--- src/rtl/cpack_lane_packer.sv ---
// Packs the enabled 16-bit channel samples of each input beat, in mapper index order,
// densely into 64-bit output words. Up to three leftover lanes are carried between beats.
module cpack_lane_packer #(
    parameter int SAMPLE_WIDTH = 16
) (
    input  logic                      clk,
    input  logic                      reset,
    input  logic [3:0]                enable,
    input  logic [1:0]                index_0,
    input  logic [1:0]                index_1,
    input  logic [1:0]                index_2,
    input  logic [1:0]                index_3,
    input  logic                      in_valid,
    output logic                      in_ready,
    input  logic [4*SAMPLE_WIDTH-1:0] in_data,
    output logic                      out_valid,
    input  logic                      out_ready,
    output logic [4*SAMPLE_WIDTH-1:0] out_data,
    output logic                      mask_drop
);

    localparam int SW = SAMPLE_WIDTH;

    logic [3*SW-1:0] r_acc;
    logic [2:0]      r_fill;
    logic [3:0]      r_mask_q;
    logic            r_out_valid;
    logic [4*SW-1:0] r_out_data;
    logic            r_mask_drop;

    logic [2:0]      w_n;
    logic [1:0]      w_idx [4];
    logic [4*SW-1:0] w_lanes;
    logic            w_mask_chg;
    logic [2:0]      w_fill_eff;
    logic [2:0]      w_total;
    logic            w_accept;
    logic            w_load;
    logic [3*SW-1:0] w_acc_keep;
    logic [8*SW-1:0] w_cat;

    always_comb begin
        w_n = '0;
        for (int unsigned c = 0; c < 4; c++) begin
            w_n = w_n + {2'b00, enable[c]};
        end
    end

    // Lanes beyond the enabled count are zeroed so no foreign sample can leak into a word.
    always_comb begin
        w_idx[0] = index_0;
        w_idx[1] = index_1;
        w_idx[2] = index_2;
        w_idx[3] = index_3;
        w_lanes  = '0;
        for (int unsigned k = 0; k < 4; k++) begin
            if (3'(k) < w_n) begin
                w_lanes[k*SW +: SW] = in_data[SW*int'(w_idx[k]) +: SW];
            end
        end
    end

    assign w_mask_chg = (enable != r_mask_q);
    assign w_fill_eff = w_mask_chg ? 3'd0 : r_fill;
    assign w_total    = w_fill_eff + w_n;

    assign in_ready = (w_n == 3'd0) || (w_total < 3'd4) || !r_out_valid || out_ready;
    assign w_accept = in_valid && in_ready;
    assign w_load   = w_accept && (w_n != 3'd0) && (w_total >= 3'd4);

    // Held lanes stay at the bottom; the new beat's lanes are stacked directly above them.
    always_comb begin
        w_acc_keep = r_acc & ~({(3*SW){1'b1}} << (SW*int'(w_fill_eff)));
        w_cat      = {{(5*SW){1'b0}}, w_acc_keep}
                   | ({{(4*SW){1'b0}}, w_lanes} << (SW*int'(w_fill_eff)));
    end

    always_ff @(posedge clk or posedge reset) begin
        if (reset) begin
            r_acc       <= '0;
            r_fill      <= '0;
            r_mask_q    <= '0;
            r_out_valid <= 1'b0;
            r_out_data  <= '0;
            r_mask_drop <= 1'b0;
        end else begin
            r_mask_q    <= enable;
            r_mask_drop <= w_mask_chg && (r_fill != 3'd0);

            if (w_accept && (w_n != 3'd0)) begin
                if (w_total >= 3'd4) begin
                    r_out_data <= w_cat[4*SW-1:0];
                    r_acc      <= w_cat[7*SW-1:4*SW];
                    r_fill     <= w_total - 3'd4;
                end else begin
                    r_acc      <= w_cat[3*SW-1:0];
                    r_fill     <= w_total;
                end
            end else begin
                r_fill <= w_fill_eff;
            end

            if (w_load) begin
                r_out_valid <= 1'b1;
            end else if (out_ready) begin
                r_out_valid <= 1'b0;
            end
        end
    end

    assign out_valid = r_out_valid;
    assign out_data  = r_out_data;
    assign mask_drop = r_mask_drop;

endmodule
--- config.mk ---
export PLATFORM = sky130hd
export DESIGN_NAME = cpack_lane_packer
export DESIGN_NICKNAME = d
export VERILOG_FILES = /design/src/rtl/cpack_lane_packer.sv
export SDC_FILE = /design/constraint.sdc
export NUM_CORES = 1
export LEC_CHECK = 0
export CAP_MARGIN = 10
export CORE_MARGIN = 2
export CORE_UTILIZATION = 50
export CTS_CLUSTER_DIAMETER = 40
export DETAILED_ROUTE_END_ITERATION = 8
export HOLD_SLACK_MARGIN = 0.05
export MAX_ROUTING_LAYER = met4
export PLACE_DENSITY = 0.87
export SYNTH_ARGS = -nofsm -noshare
export SYNTH_HDL_FRONTEND = slang
export SYNTH_SLANG_ARGS = --single-unit
--- constraint.sdc ---
create_clock -name clk -period 3.8 [get_ports clk]
set_input_delay 0.76 -clock clk [delete_from_list [all_inputs] [get_ports clk]]
set_output_delay 0.76 -clock clk [all_outputs]
set_load 0.05 [all_outputs]
==> flow_metrics.tcl <==
set metrics [dict create \
    status "complete, but fails checks" \
    failed_checks "negative setup slack" \
    track_usage 0.315 \
    clkTransAtPathRegs_ps 50 \
    syn_area_per_cell_um2 10.8 \
    cts_tree "built" \
    finalCritPeriodShare 1.03 \
    critPathKind "input port to output pin" \
    cap_violations 0 \
    min_from "out_data[28]" \
    cts.htree.levels 4 \
    fmax_mhz 256 \
    ctsHoldBuffers 0 \
    die_h_um 138 \
    synth_cells 824 \
    pwr-share-comb 0.446 \
    slew_violations 0 \
    switchingPower_mw 2.57 \
    routedWlPerCell_um 22.8 \
    synth_ff_type "dfrtp_1" \
    grt_overflow_total 0 \
    hp-class "flop to flop" \
    core_area_um2 17400 \
    synth.area.top_cells "dfrtp_1 (34%), mux4_2 (10%), mux2i_1 (9.1%)" \
    p_int_mw 3.77 \
    grt_pass1_vias 7911 \
    final.fill_count 1279 \
    grt_pass1_wl_um 43900 \
    yosysWarnings 0 \
    yosysSeqAreaShare 0.340 \
    drt_iter0_markers 1297 \
    setup_viol 1 \
    clkPwrFrac 0.254 \
    crit_required_ps 3040 \
    p_leak_nw 5.05 \
    vdd_drop_max_mv 0.504 \
    clock_latency_ps 420 \
    period_minus_slack_ps 3910 \
    start_util 0.514 \
    drive_above_1_share 0.204 \
    grt_max_degree 60 \
    max_slew.worst_pin.slew_ps 1030 \
    slew_headroom 0.310 \
    setup.worst_path.start_class "input port" \
    worst_clock_skew_ps 10.6 \
    syn2layout_area_growth_pct 29.7 \
    netlist_area_um2 8920 \
    arrival_ps 3150 \
    dieArea_um2 18900 \
    rsz0062_at_grt "yes" \
    synth_commonest_cells "nand2_1 (132), dfrtp_1 (121), mux2i_1 (81)" \
    viasPerCell 6.79 \
    async_flop_share 1.00 \
    vias 8349 \
    finalHoldViolations 0 \
    yosysMostFrequentCell "nand2_1" \
    synth-seq-cells 121 \
    syn-num-nets 910 \
    fp.dieW_um 138 \
    cp-end-kind "output pin" \
    antenna_found_initial 0 \
    p_total_mw 6.34 \
    dp_hpwl_um 20300 \
    numCtsBuffers 17 \
    drt_wl_total_um 28100 \
    io_buffers 146 \
    route.detailed.drc 0 \
    cp_max_fo 3 \
    ant_nets 0 \
    postLayoutSetupSlackWorst_ps -107 \
    num_io_pins 147 \
    power_density_nw_per_um2 548 \
    n_antenna_cell 0 \
    netSwitchingFraction 0.406 \
    clkSinkCount 121 \
    gp_congestion 0.966 \
    dr.pass1.iters 7 \
    cts_max_path_buffers 2 \
    pre_cts_slack_ps -613 \
    synth.distinct_cells 65 \
    synth_top_area_frac 0.340 \
    synth_top_area_cell "dfrtp_1" \
    rows 48 \
    root_buffer "clkbuf_16" \
    seqPwrFrac 0.300 \
    finalNetCount 1079 \
    crit_path_start "enable[3]" \
    r2r_start "r_mask_q[0]" \
    synth_edf_count 0 \
]
-- cell usage in the layout (no fill, tap or decap), types with 6 or more instances in the layout --
| master | n |
|---|---|
| clkdlybuf4s50_1 | 141 |
| nand2_1 | 132 |
| dfrtp_1 | 121 |
| mux2i_1 | 81 |
| buf_4 | 65 |
| o21ai_0 | 61 |
| mux4_2 | 41 |
| a22oi_1 | 41 |
| nor2_1 | 27 |
| a21oi_1 | 22 |
| mux4_1 | 22 |
| nand2b_1 | 20 |
| o2bb2ai_1 | 20 |
| clkbuf_16 | 18 |
| a221o_1 | 15 |
| mux2_2 | 14 |
| o221ai_1 | 13 |
| a222oi_1 | 10 |
| a22o_1 | 10 |
| o211ai_1 | 10 |
| buf_12 | 10 |
| a32o_1 | 9 |
| a32oi_1 | 7 |
| inv_2 | 6 |
| clkinv_2 | 6 |
-- cell type report --
class,instances,area [um^2],area share
clock buffers,20,447,0.0386
well taps,225,282,0.0243
multi-input cells,620,5450,0.472
clock inverters,10,128,0.0110
repair buffers,221,2170,0.188
inverters,12,56.3,0.00487
flip-flops and latches,121,3030,0.262
-- worst paths after layout --
check	end	slack [ps]	cells after the start
min	out_data[28]	470	2
max reg2reg	r_acc[36]	430	14
min reg2reg	out_data[28]	470	2
max	in_ready	-110	14
min in group asynchronous	r_acc[38]	730	2
max in group asynchronous	out_data[28]	2200	3
-- critical path: stages --
cell and delay, ps:
buf_8 80, inv_4 30, fa_1 490, inv_2 80, ha_4 140, inv_4 40, ha_4 270, inv_4 30
fa_2 400, nor2b_4 160, nor2_4 130, xnor2_2 130, o211ai_1 170, clkbuf_16 220
-- timing repair --
item	in CTS	in global routing
setup buffers	2	2
resized for setup	34	4
pin swaps	7	6
endpoints found under the hold margin	0	0
endpoints found under the setup margin	78	1
-- metal layers --
metal,vias up,GRT usage,wire length (um)
met5,-,-,0
met4,0,0.0979,845
met3,89,0.0736,3420
met2,675,0.473,12800
met1,4020,0.426,11000
li1,3565,-,-
-- power by group through the flow --
| stage | clock (mW) | sequential, mW | combinational (mW) |
|---|---|---|---|
| 6_report | 1.61 | 1.90 | 2.83 |
| 5_1_grt | 1.67 | 1.95 | 2.97 |
| 4_1_cts | 1.61 | 1.90 | 2.80 |
| 3_5_place_dp | 0 | 1.92 | 2.78 |
| 3_3_place_gp | 0 | 1.90 | 2.71 |
| 2_1_floorplan | 0 | 2.75 | 0.934 |
-- registers in the layout, summed over array words and instances, names as in the netlist --
signal and count:
out_data 64, r_acc 48, r_mask_q 4, r_fill 3, mask_drop 1, out_valid 1
-- stage by stage --
stage,std cells,setup TNS (ps),area [um^2],util,hold WS (ps)
final,1229,-107,11600,0.666,471
after global routing,1229,-196,11600,0.666,494
after CTS,1227,-63.6,11500,0.665,481
after detailed placement,1195,-52010,10900,0.628,469
after global placement,1195,-42160,10900,0.628,464
after floorplan,824,-164,8960,-,456
-- logic make-up (layout without fill, tap and decap cells) --
logic type	Yosys count	after routing	synth area share
AO/OA/AOI/OAI	237	237	0.195
buffers and inverters	83	263	0.0585
multiplexers	159	159	0.280
flip-flops	121	121	0.340
XOR/XNOR	6	6	0.00674
adder cells (fa/ha/maj)	6	6	0.0101
AND/OR/NAND/NOR	212	212	0.110
Note: power is estimated with default switching activity, not from simulation.
